$ cat config.mk
export PLATFORM = sky130hd
export DESIGN_NAME = button_conditioner
export DESIGN_NICKNAME = d
export VERILOG_FILES = /design/src/rtl/button_conditioner.sv
export SDC_FILE = /design/constraint.sdc
export NUM_CORES = 1
export LEC_CHECK = 0
export BUFFER_PORTS_ARGS = -buffer_cell sky130_fd_sc_hd__buf_2
export CAP_MARGIN = 20
export CORE_UTILIZATION = 59
export DETAILED_ROUTE_END_ITERATION = 10
export GPL_TIMING_DRIVEN = 1
export HOLD_SLACK_MARGIN = 0.15
export PLACE_DENSITY = 0.77
export SLEW_MARGIN = 40
export SYNTH_ARGS = -nofsm -noshare
export SYNTH_HDL_FRONTEND = slang
export SYNTH_SLANG_ARGS = --single-unit
$ cat constraint.sdc
create_clock -name clk -period 2.8 [get_ports clk]
set_input_delay 0.28 -clock clk [delete_from_list [all_inputs] [get_ports clk]]
set_output_delay 0.28 -clock clk [all_outputs]
set_load 0.02 [all_outputs]
$ cat src/rtl/button_conditioner.sv
// Five-button front end: synchronizes, debounces and edge-detects the raw buttons,
// adds auto-repeat on hour/minute, and arbitrates so at most one pulse fires per cycle.
module button_conditioner #(
    parameter int DEBOUNCE_CYCLES = 3,
    parameter int REPEAT_DELAY    = 8,
    parameter int REPEAT_PERIOD   = 2
) (
    input  logic       clk,
    input  logic       reset,
    input  logic [4:0] btn_raw,
    output logic       mode_btn,
    output logic       add_hour,
    output logic       add_minute,
    output logic       set_timer_btn,
    output logic       set_alarm_btn,
    output logic [4:0] pressed
);

    localparam logic [7:0] DB_LAST     = 8'(DEBOUNCE_CYCLES - 1);
    localparam logic [7:0] DELAY_LAST  = 8'(REPEAT_DELAY - 1);
    localparam logic [7:0] PERIOD_LAST = 8'(REPEAT_PERIOD - 1);

    typedef enum logic [1:0] {
        RPT_IDLE,
        RPT_DELAY,
        RPT_PERIOD
    } rptState_t;

    logic [4:0] r_sync1;
    logic [4:0] r_sync2;
    logic [4:0] r_pressed;
    logic [7:0] r_dbCnt [5];
    logic [7:0] w_dbNext [5];
    logic [4:0] w_toggle;
    logic [4:0] w_rise;
    logic [4:0] w_fall;

    rptState_t  r_rptState [2];
    rptState_t  w_rptNext [2];
    logic [7:0] r_holdCnt [2];
    logic [7:0] w_holdNext [2];
    logic [1:0] w_rptFire;

    logic [4:0] w_cand;
    logic [4:0] w_grant;
    logic [4:0] r_pulse;

    // Counting stops at the target, so the counter can never wrap.
    always_comb begin
        for (int i = 0; i < 5; i++) begin
            w_dbNext[i] = '0;
            w_toggle[i] = 1'b0;
            if (r_sync2[i] != r_pressed[i]) begin
                if (r_dbCnt[i] >= DB_LAST) begin
                    w_toggle[i] = 1'b1;
                end else begin
                    w_dbNext[i] = r_dbCnt[i] + 8'd1;
                end
            end
        end
    end

    assign w_rise = w_toggle & ~r_pressed;
    assign w_fall = w_toggle & r_pressed;

    always_ff @(posedge clk or posedge reset) begin
        if (reset) begin
            r_sync1   <= '0;
            r_sync2   <= '0;
            r_pressed <= '0;
            for (int i = 0; i < 5; i++) begin
                r_dbCnt[i] <= '0;
            end
        end else begin
            r_sync1   <= btn_raw;
            r_sync2   <= r_sync1;
            r_pressed <= r_pressed ^ w_toggle;
            for (int i = 0; i < 5; i++) begin
                r_dbCnt[i] <= w_dbNext[i];
            end
        end
    end

    // Repeat schedule for hour (j=0 -> bit1) and minute (j=1 -> bit2); it runs
    // regardless of whether arbitration later drops the pulse it produces.
    always_comb begin
        for (int j = 0; j < 2; j++) begin
            w_rptNext[j]  = r_rptState[j];
            w_holdNext[j] = '0;
            w_rptFire[j]  = 1'b0;
            unique case (r_rptState[j])
                RPT_IDLE: begin
                    if (w_rise[j+1]) begin
                        w_rptNext[j] = RPT_DELAY;
                    end
                end
                RPT_DELAY: begin
                    if (w_fall[j+1] || !r_pressed[j+1]) begin
                        w_rptNext[j] = RPT_IDLE;
                    end else if (r_holdCnt[j] >= DELAY_LAST) begin
                        w_rptFire[j] = 1'b1;
                        w_rptNext[j] = RPT_PERIOD;
                    end else begin
                        w_holdNext[j] = r_holdCnt[j] + 8'd1;
                    end
                end
                RPT_PERIOD: begin
                    if (w_fall[j+1] || !r_pressed[j+1]) begin
                        w_rptNext[j] = RPT_IDLE;
                    end else if (r_holdCnt[j] >= PERIOD_LAST) begin
                        w_rptFire[j] = 1'b1;
                    end else begin
                        w_holdNext[j] = r_holdCnt[j] + 8'd1;
                    end
                end
                default: begin
                    w_rptNext[j] = RPT_IDLE;
                end
            endcase
        end
    end

    always_ff @(posedge clk or posedge reset) begin
        if (reset) begin
            for (int j = 0; j < 2; j++) begin
                r_rptState[j] <= RPT_IDLE;
                r_holdCnt[j]  <= '0;
            end
        end else begin
            for (int j = 0; j < 2; j++) begin
                r_rptState[j] <= w_rptNext[j];
                r_holdCnt[j]  <= w_holdNext[j];
            end
        end
    end

    assign w_cand = {w_rise[4], w_rise[3], w_rise[2] | w_rptFire[1],
                     w_rise[1] | w_rptFire[0], w_rise[0]};

    // Losers are simply dropped: mode > timer > alarm > hour > minute.
    always_comb begin
        w_grant = '0;
        if (w_cand[0]) begin
            w_grant[0] = 1'b1;
        end else if (w_cand[3]) begin
            w_grant[3] = 1'b1;
        end else if (w_cand[4]) begin
            w_grant[4] = 1'b1;
        end else if (w_cand[1]) begin
            w_grant[1] = 1'b1;
        end else if (w_cand[2]) begin
            w_grant[2] = 1'b1;
        end
    end

    always_ff @(posedge clk or posedge reset) begin
        if (reset) begin
            r_pulse <= '0;
        end else begin
            r_pulse <= w_grant;
        end
    end

    assign mode_btn      = r_pulse[0];
    assign add_hour      = r_pulse[1];
    assign add_minute    = r_pulse[2];
    assign set_timer_btn = r_pulse[3];
    assign set_alarm_btn = r_pulse[4];
    assign pressed       = r_pressed;

endmodule

Yosys cells after proc, flatten, opt, wreduce, memory -nomap -nowiden
Cells that the tools add are included.

storage, ports and cells
  bits in registers = 80
  RAM bits = 0
  memories = 0
  bits in latches = 0
  output and inout port bits = 10
  ROM bits = 0

cells by class
  multiplexer cells = 60
  bitwise operators = 6
  reductions and logical operators = 8
  multiply operators = 0
  div/mod/pow operators = 0
  $lt $le $gt $ge = 9
  eq/ne operators = 15
  shift operators = 0
  $add $sub $neg = 7

operators with widths
  cell                                                                                  count
  8-bit 2-to-1 mux                                                                      18
  8-bit by 1-bit adder with 8-bit output (second input constant)                        7
  8-bit by 2-bit greater-or-equal comparator with 1-bit output (second input constant)  5
  8-bit case mux with 2 select lines                                                    2
  1-bit 2-to-1 mux                                                                      25
  2-bit 2-to-1 mux                                                                      10
  8-bit by 1-bit greater-or-equal comparator with 1-bit output (second input constant)  2
  8-bit by 3-bit greater-or-equal comparator with 1-bit output (second input constant)  2
  2-bit case mux with 3 select lines                                                    2
  2-bit != test (second input constant)                                                 4
  3-bit != test (second input constant)                                                 2
  3-bit AND reduction                                                                   2
  5-bit bitwise AND                                                                     1
  1-bit != test                                                                         5
  5-bit inverter                                                                        1
  5-bit XOR                                                                             1
  2-bit by 1-bit equality test with 1-bit output (second input constant)                2
  2-bit equality test (second input constant)                                           2
  2-bit zero test                                                                       2
  4-bit 2-to-1 mux                                                                      1
  1-bit case mux with 2 select lines                                                    2
  3-bit bitwise AND                                                                     1
  1-bit zero test                                                                       2
  1-bit logical OR                                                                      2
  1-bit OR                                                                              2

Longest topological paths before layout
Gate-level depths: netlist (run 1).

  word-level depth = 13
  mapped depth = 6
  gate-level depth less buffers = 6

Least setup slack after synthesis (run 1)
Ideal clock, no wire load.

  path kind = flip-flop to flip-flop
  start = register r_dbCnt[24] (netlist bit)
  end = register r_holdCnt[10] (netlist bit)
  setup slack = 0.906 ns
  cell stages (with the launch flop) = 7
  buffers on the path = 0
  arrival = 1.822 ns
  cells stage by stage = dfrtp_1 -> inv_1 -> ha_1 -> or4_4 -> o21ba_1 -> or4_4 -> nor2_1

RTL lines
  item                              RTL line  text
  start: declaration                32        logic [7:0] r_dbCnt [5];
  start signal: indexed assignment  79        r_dbCnt[i] <= w_dbNext[i];
  end signal: indexed assignment    132       r_holdCnt[j] <= w_holdNext[j];
  end: declaration                  40        logic [7:0] r_holdCnt [2];

==> summary.json, run 1 <==
{
  "cp_data_required_time_ns": 3.07,
  "floorplan.rows": 26,
  "criticalPathCategory": "flop to flop",
  "leakagePower_nw": 1.789,
  "first_pass_iters": 4,
  "syn_std_cell_area_um2": 3127,
  "pre_cts_slack_ns": 0.8074,
  "die_w_um": 74.80,
  "final_layout_size_suffix_gt1_share_pct": 14.01,
  "finish.cell_count_without_fillers": 384,
  "final.period_utilization_pct": 72.13,
  "drtAntennaViolNets": 0,
  "place_area_um2": 3426,
  "ys_seq_elements": 80,
  "design_power_total_mw": 2.329,
  "setup_ws_ns": 0.7803,
  "timing_hold_violations_final": 0,
  "portBuffers": 16,
  "synthFlopType": "dfrtp_1",
  "number_of_antenna_violations_at_the_first_check_in_global_routing": 0,
  "timing.fmax_mhz": 495.1,
  "clock_tree.htree_level_count": 3,
  "timing.setup.tns_ns": 0,
  "globalRouteTotalUtil_pct": 20.13,
  "grt_overflow_total": 0,
  "synthesis.area_per_instance_um2": 12.87,
  "die_h_um": 74.80,
  "place_congestion": 0.8229,
  "worst-endpoint-arrival_ns": 2.29,
  "layout-area-overhead-vs-synth_pct": 17.25,
  "clock_skew_ns": 0.009002,
  "postSynthCellCount": 243,
  "unrepaired_setup_endpoints_after_global_routing": "no",
  "cts-root-buf": "clkbuf_8",
  "worst_skew_pair.late_latency_ns": 0.35,
  "layout.cell_area.non_filler_um2": 3666,
  "drtIter0Drc": 61,
  "die_area_um2": 5595,
  "hold_path_depth": 0,
  "async_reset_ff_share_pct": 100.0,
  "clk_transition_reported_paths_ns": 0.08,
  "timing.critical_path.to_type": "flop",
  "tritoncts": "done",
  "post-place-cells": 362,
  "outcome": "finished, final reports clean",
  "hp_class": "flop to flop",
  "largest_net_degree_at_the_start_of_global_routing": 36,
  "clock_sink_count": 80,
  "timing.critical_path.from_type": "flop",
  "worst-slew-pin-transition_ns": 0.5701,
  "initial_utilization_pct": 61.22,
  "via_per_instance_ratio": 4.815,
  "synth_seq_area_share_pct": 64.03,
  "power_density_nw_per_um2": 635.3,
  "clockBufferDepth": 2,
  "min_cycle_time_layout_ns": 2.020,
  "tritoncts.num_buffers": 9,
  "place.detailed.hpwl_mm": 3.283,
  "timing.reg2reg.worst_path_depth": 6,
  "drt-total-wl_mm": 4.647,
  "global_route_wire_length_before_repair_mm": 8.059,
  "edff_count_synth": 0,
  "antenna-diode-count": 0,
  "ios": 17,
  "worst_slew_margin_rel_pct": 61.64,
  "drcViolationCount": 0,
  "setup_violations": 0,
  "mostFrequentLayoutCell": "dfrtp_1",
  "fillerInstances": 390,
  "vias_in_the_first_global_route": 1863,
  "ys.warnings.count": 0,
  "final-max-slew-violation-count": 0,
  "total_number_of_vias": 1849,
  "max_cap_violations": 0,
  "detail_route.wl_per_cell_um": 12.10,
  "worst_ir_drop_vdd_uv": 454.2,
  "synth_cell_type_count": 43,
  "core_area_um2": 5107,
  "layout_common_cells": "dfrtp_1, conb_1, nor2_1",
  "layout.nets": 338,
  "cp_max_fo": 4
}
-- cells by family (layout without fill, tap and decap cells) --
group	after synthesis	count (layout)	share of synthesized area, %
AO/OA/AOI/OAI	35	35	8.284
adder cells (fa/ha/maj)	22	22	8.803
other	1	33	0.1199
multiplexers	3	3	1.080
buffers and inverters	22	61	2.641
AND/OR/NAND/NOR	68	68	11.68
XOR/XNOR	12	12	3.361
flip-flops	80	80	64.03
-- flip-flops by register name, indices dropped and copies added, names as in the netlist, named ones only --
signal and flops:
r_dbCnt 40, r_holdCnt 16, r_pulse 5, r_sync1 5, r_sync2 5, r_rptState 4
-- layer usage --
metal  vias to the layer above  GRT usage (%)  routed length [um]
met5                         -              0                   0
met4                         0          7.547                  45
met3                         6          8.166                 167
met2                        28          34.03                2347
met1                       891          23.11                2087
li1                        924              -                   -
-- metrics by stage --
stage | util [%] | hold slack, ns
global placement | 67.07 | 0.3321
detailed placement | 67.07 | 0.3411
floorplan | - | 0.3114
global route | 71.78 | 0.3615
CTS | 71.78 | 0.3520
finish | 71.78 | 0.3501
-- path summary, 6_finish.rpt --
check / startpoint / to / slack (ns)
worst max register to register: r_dbCnt[24] / r_holdCnt[11] / 0.78
max in group asynchronous: reset / r_dbCnt[32] / 1.46
worst max-delay path: r_dbCnt[24] / r_holdCnt[11] / 0.78
worst min-delay path: r_sync1[3] / r_sync2[3] / 0.35
worst min register to register: r_sync1[3] / r_sync2[3] / 0.35
min in group asynchronous: reset / r_sync1[1] / 0.52
-- critical path, cell delays in order, from the launching register on --
cell and delay [ns]:
dfrtp_1 0.38, inv_1 0.05, ha_1 0.18, or4_4 0.43, o21ba_1 0.23, or4_4 0.54
nor2_1 0.13
-- timing repair --
action	4_1_cts	5_1_grt
buffers inserted	0	0
hold buffers	6	0
gates resized for setup	0	0
endpoints found under the hold margin	30	0
-- final cells by class --
cell class	instances	area [um^2]	area share [%]
Timing Repair Buffer	24	155.1	4.232
Clock buffer	10	137.6	3.754
Tap cell	70	87.58	2.389
Multi-Input combinational cell	173	1162	31.71
Inverter	21	78.83	2.150
Clock inverter	6	42.54	1.160
Sequential cell	80	2002	54.61
-- synthesized netlist by cell type (all sizes together) (2+ instances only) --
cell type	n	area share, %
a211oi	3	0.72
a21boi	2	0.48
a21o	3	0.72
a21oi	4	0.64
and2	4	0.80
and3	3	0.60
dfrtp	80	64
ha	22	8.8
inv	21	2.5
mux2	3	1.1
nand2	8	0.96
nand3	5	0.80
nor2	24	2.9
nor2b	5	1.0
nor4	5	1.0
o21ai	6	0.96
o2bb2ai	2	0.56
or4	9	2.4
xnor2	7	2.0
xor2	5	1.4
-- report_power, final --
| part | internal, mW | switching [mW] | leakage [nW] |
|---|---|---|---|
| Combinational | 0.136 | 0.189 | 0.701 |
| Sequential | 1.22 | 0.0357 | 0.999 |
| Clock | 0.348 | 0.402 | 0.0891 |
| Total | 1.70 | 0.627 | 1.79 |
Power figures use the tool's default switching activity.
==> inputs of run 2 (changes only) <==
- clock period: 2.8 -> 2.1 ns (I/O delays scaled with it)
==> run 2 against run 1 <==
  * Worst setup slack got worse by 0.69 ns
  * Sequential power rose by 34%
  * Cell count rose by 0.52%
  * Fmax rose by 0.39%
  * Total power rose by 44%
  * Non-clock buffer count rose by 3
  * Utilization rose by 1.5 points
  * First-iteration DRC count fell by 3.3%
  * Hold slack got worse by 0.0056 ns
  * Sequential share of layout area fell by 1.1 points
  * Critical path depth did not move
  * Largest power group unchanged
==> summary.json, run 2 (synthesized netlist as in run 1, its figures left out) <==
{
  "drt-total-wl_mm": 4.856,
  "first_pass_iters": 4,
  "hp_class": "flop to flop",
  "timing.critical_path.from_type": "flop",
  "number_of_antenna_violations_at_the_first_check_in_global_routing": 0,
  "drtAntennaViolNets": 0,
  "timing.fmax_mhz": 497.1,
  "post-place-cells": 364,
  "worst-endpoint-arrival_ns": 2.29,
  "floorplan.rows": 26,
  "layout.nets": 341,
  "clockBufferDepth": 2,
  "timing.setup.tns_ns": 0,
  "path_common_cell": "or4_4",
  "clk_transition_reported_paths_ns": 0.07,
  "die_h_um": 74.80,
  "clock_skew_ns": 0.007975,
  "timing.reg2reg.worst_path_depth": 6,
  "initial_utilization_pct": 61.22,
  "max_reg_flops": 40,
  "drtIter0Drc": 59,
  "hold_path_end": "r_sync2[0]",
  "min_cycle_time_layout_ns": 2.012,
  "timing_hold_violations_final": 0,
  "pre_cts_slack_ns": 0.1242,
  "clock_tree.htree_level_count": 3,
  "layout_common_cells": "dfrtp_1, conb_1, nor2_1",
  "total_number_of_vias": 1880,
  "detail_route.wl_per_cell_um": 12.58,
  "final_layout_size_suffix_gt1_share_pct": 14.24,
  "leakagePower_nw": 1.829,
  "drcViolationCount": 0,
  "setup_violations": 0,
  "path_delay_family": "simple AND/OR/NAND/NOR gates",
  "vias_in_the_first_global_route": 1881,
  "outcome": "finished, final reports clean",
  "portBuffers": 16,
  "mostFrequentLayoutCell": "dfrtp_1",
  "timing.critical_path.to_type": "flop",
  "core_area_um2": 5107,
  "clock_sink_count": 80,
  "globalRouteTotalUtil_pct": 20.40,
  "final-max-slew-violation-count": 0,
  "power_density_nw_per_um2": 892.8,
  "largest_registers": "r_dbCnt x40, r_holdCnt x16",
  "ios": 17,
  "cp_max_fo": 4,
  "max_cap_violations": 0,
  "reg2reg_to": "r_holdCnt[11]",
  "worst_skew_pair.late_latency_ns": 0.34,
  "r2r-start": "r_dbCnt[24]",
  "post_cts_resize_count": 0,
  "unrepaired_setup_endpoints_after_global_routing": "no",
  "place_congestion": 0.7573,
  "largest_net_degree_at_the_start_of_global_routing": 57,
  "regMostFlops": "r_dbCnt",
  "worst_ir_drop_vdd_uv": 793.6,
  "criticalPathCategory": "flop to flop",
  "reg2reg_setup_slack_ns": 0.09,
  "final.period_utilization_pct": 95.80,
  "worst_slew_margin_rel_pct": 63.54,
  "layout-area-overhead-vs-synth_pct": 19.77,
  "cts-root-buf": "clkbuf_8",
  "antenna-diode-count": 0,
  "via_per_instance_ratio": 4.870,
  "critical_path.cell_chain": "inv_1 > ha_1 > or4_4 > o21ba_1 > or4_4 > nor2_1",
  "critical_path_top_delay_cell": "or4_4",
  "slowest_delay_ns": 0.54,
  "setup_ws_ns": 0.08822,
  "cp_data_required_time_ns": 2.38,
  "tritoncts": "done",
  "grt_overflow_total": 0,
  "tritoncts.num_buffers": 9,
  "worst-slew-pin-transition_ns": 0.5419,
  "die_w_um": 74.80,
  "final_core_area_utilization_pct": 73.32,
  "worstSetupPathDepth": 6,
  "die_area_um2": 5595,
  "global_route_wire_length_before_repair_mm": 8.059,
  "worstHoldStart": "r_sync1[0]",
  "hold_path_depth": 0,
  "critPathBufInv": 1,
  "place.detailed.hpwl_mm": 3.210,
  "finish.cell_count_without_fillers": 386
}
==> run 2: cell count changes in the layout (fill, tap and decap cells not counted) <==
cell        before  now
buf_4            2    4
bufinv_16        0    2
inv_6            2    0
buf_12           0    1
clkbuf_1         0    1
clkbuf_8        10   11
clkinv_2         2    1
clkinvlp_4       2    1
inv_2            1    0
==> run 2: per-layer routing <==
metal / share of wire [%] / wire length, um / vias to the layer above / GRT usage [%]
li1: - / - / 936 / -
met1: 45 / 2172 / 908 / 24.72
met2: 50 / 2406 / 26 / 32.43
met3: 3.2 / 155 / 10 / 6.024
met4: 2.5 / 122 / 0 / 12.58
met5: 0 / 0 / - / 0
==> run 2: area by class of cell <==
class	count	area, um^2
multi-input combinational	173	1162
sequential	80	2002
clock buffer	12	155.1
timing repair buffer	27	190.2
tap	70	87.58
fill	343	1363
inverter	21	82.58
clock inverter	3	65.06
==> run 2: report_power, final <==
part	switching, mW	internal [mW]
clock network	0.503	0.726
logic	0.253	0.187
registers	0.0493	1.63
total	0.805	2.54
==> run 2: how the worst max path moves through the flow <==
stage                      startpoint             to
after floorplan           r_dbCnt[24]  r_holdCnt[10]
after global placement    r_dbCnt[24]  r_holdCnt[10]
after detailed placement  r_dbCnt[24]  r_holdCnt[11]
after CTS                  r_dbCnt[0]     r_pulse[2]
after global routing       r_dbCnt[0]     r_pulse[2]
final                     r_dbCnt[24]  r_holdCnt[11]
==> run 2: repair_timing <==
action,4_1_cts,5_1_grt
hold endpoints to repair,85,0
setup endpoints to repair,0,2
hold buffers,6,0
setup buffers,0,1
==> run 2: through the flow <==
step / hold slack [ns] / cell area [um^2] / power [mW]
floorplan: 0.2414 / 3251 / 2.014
global placement: 0.1678 / 3457 / 2.108
detailed placement: 0.1714 / 3457 / 2.129
CTS: 0.3520 / 3737 / 3.380
global route: 0.3574 / 3745 / 3.489
finish: 0.3445 / 3745 / 3.343
==> run 2: worst reg2reg max path, cell delays in order, from the launching register on <==
cell,delay (ns)
dfrtp_1,0.37
inv_1,0.06
ha_1,0.19
or4_4,0.43
o21ba_1,0.24
or4_4,0.54
nor2_1,0.12
==> inputs of run 3 (changes only) <==
- CORE_ASPECT_RATIO: unset -> 1.5
==> run 3 against run 2 <==
  * The run now ends with DRC left
  * Combinational power barely moved
  * Die area grew 0.10%
  * Sequential power is essentially flat
  * First-iteration DRC count rose by 25%
  * Largest cell class unchanged
  * Largest power group unchanged
==> summary.json, run 3 (synthesized netlist as in run 1, its figures left out) <==
{
  "clockBufferDepth": 2,
  "die_w_um": 61.44,
  "clock_skew_ns": 0.009748,
  "min_cycle_time_layout_ns": 1.980,
  "multiInputGateArea_um2": 1172,
  "largest_net_degree_at_the_start_of_global_routing": 81,
  "seq_power_share_pct": 51.7,
  "worst_ir_drop_vdd_uv": 646.5,
  "die_area_um2": 5601,
  "portBuffers": 16,
  "antenna-diode-count": 0,
  "grt_overflow_total": 0,
  "worst-slew-pin-transition_ns": 0.4887,
  "clk_transition_reported_paths_ns": 0.08,
  "clock_sink_count": 80,
  "place_congestion": 0.7818,
  "hold_path_depth": 0,
  "detail_route.wl_per_cell_um": 12.41,
  "timing_hold_violations_final": 0,
  "layout.nets": 341,
  "final_layout_size_suffix_gt1_share_pct": 15.77,
  "internal-power_mw": 2.428,
  "core_area_um2": 5125,
  "seq_area_um2": 2002,
  "pre_cts_slack_ns": 0.1069,
  "tritoncts.num_buffers": 9,
  "timing.fmax_mhz": 504.9,
  "unrepaired_setup_endpoints_after_global_routing": "no",
  "globalRouteTotalUtil_pct": 20.62,
  "initial_utilization_pct": 61.01,
  "timing.critical_path.from_type": "flop",
  "worst-endpoint-arrival_ns": 2.26,
  "layout_common_cells": "dfrtp_1, conb_1, nor2_1, ha_1, inv_1",
  "timing.reg2reg.worst_path_depth": 6,
  "vias_in_the_first_global_route": 1972,
  "first_pass_iters": 7,
  "max_reg_flops": 40,
  "timing.critical_path.to_type": "flop",
  "total_number_of_vias": 1886,
  "power_switching_share_pct": 25.09,
  "violations": "DRC",
  "timing.setup.tns_ns": 0,
  "whs_ns": 0.3536,
  "leakagePower_nw": 1.818,
  "floorplan.rows": 32,
  "fillerInstances": 379,
  "outcome": "finished, violations left",
  "layout-area-overhead-vs-synth_pct": 19.57,
  "max_cap_violations": 0,
  "drt-total-wl_mm": 4.778,
  "setup_violations": 0,
  "mostFrequentLayoutCell": "dfrtp_1",
  "hp_class": "flop to flop",
  "die_h_um": 91.16,
  "clock_tree.htree_level_count": 3,
  "clock_power_share_pct": 34.8,
  "largest_registers": "r_dbCnt x40, r_holdCnt x16",
  "drcViolationCount": 1,
  "cp_max_fo": 5,
  "final-max-slew-violation-count": 0,
  "global_route_wire_length_before_repair_mm": 8.204,
  "final.period_utilization_pct": 94.30,
  "via_per_instance_ratio": 4.899,
  "ios": 17,
  "tritoncts": "done",
  "cts-root-buf": "clkbuf_8",
  "drtAntennaViolNets": 0,
  "drtIter0Drc": 74,
  "power_density_nw_per_um2": 866.8,
  "place.detailed.hpwl_mm": 3.281,
  "number_of_antenna_violations_at_the_first_check_in_global_routing": 0,
  "switching_power_uw": 812.9,
  "worst_skew_pair.late_latency_ns": 0.34,
  "combPwrFrac_pct": 13.5,
  "regMostFlops": "r_dbCnt",
  "cp_data_required_time_ns": 2.37,
  "worst_slew_margin_rel_pct": 67.12,
  "criticalPathCategory": "flop to flop",
  "setup_ws_ns": 0.1196
}
## run 3: cell type report
type,count,share of cell area [%]
Clock inverter,4,1.372
Timing Repair Buffer,27,5.087
Inverter,21,2.209
Tap cell,68,2.276
Sequential cell,80,53.55
Clock buffer,12,4.150
Multi-Input combinational cell,173,31.36
## run 3: final timing paths
path                              start       endpoint  slack, ns
max in group asynchronous         reset     r_dbCnt[7]       1.27
min in group asynchronous         reset     r_sync1[0]       0.52
min reg2reg                  r_sync1[4]     r_sync2[4]       0.35
min                          r_sync1[4]     r_sync2[4]       0.35
max                        r_holdCnt[8]  r_holdCnt[11]       0.12
max reg2reg                r_holdCnt[8]  r_holdCnt[11]       0.12
## run 3: power groups by stage
stage | Sequential, mW | Combinational, mW | Clock [mW]
after floorplan | 1.71 | 0.308 | 0
after global placement | 1.70 | 0.409 | 0
after detailed placement | 1.71 | 0.424 | 0
after CTS | 1.67 | 0.435 | 1.17
after global routing | 1.68 | 0.499 | 1.23
final | 1.67 | 0.437 | 1.13
## run 3: per-stage QoR
stage               instances  cell area [um^2]  utilization, %  power, mW
floorplan                 275              3251               -      2.014
global placement          361              3447           67.26      2.110
detailed placement        361              3447           67.26      2.129
CTS                       383              3714           72.46      3.278
global route              385              3739           72.95      3.416
finish                    385              3739           72.95      3.241
## run 3: worst max-delay path: stages (launching register included)
cell       delay, ns
dfrtp_1         0.44
inv_1           0.08
ha_1            0.14
or3b_2          0.46
a2bb2oi_1       0.15
or4_4           0.53
nor2_1          0.12
## run 3: layer usage
layer	routed length, um	GRT usage, %
met1	1928	22.51
met2	2635	35.60
met3	111	3.419
met4	102	12.41
met5	0	0
## run 3: what timing repair did
action                     4_1_cts  5_1_grt
hold buffers                     6        0
setup endpoints to repair        0        5
setup buffers                    0        2
hold endpoints to repair        85        0
gates resized for setup          0        5
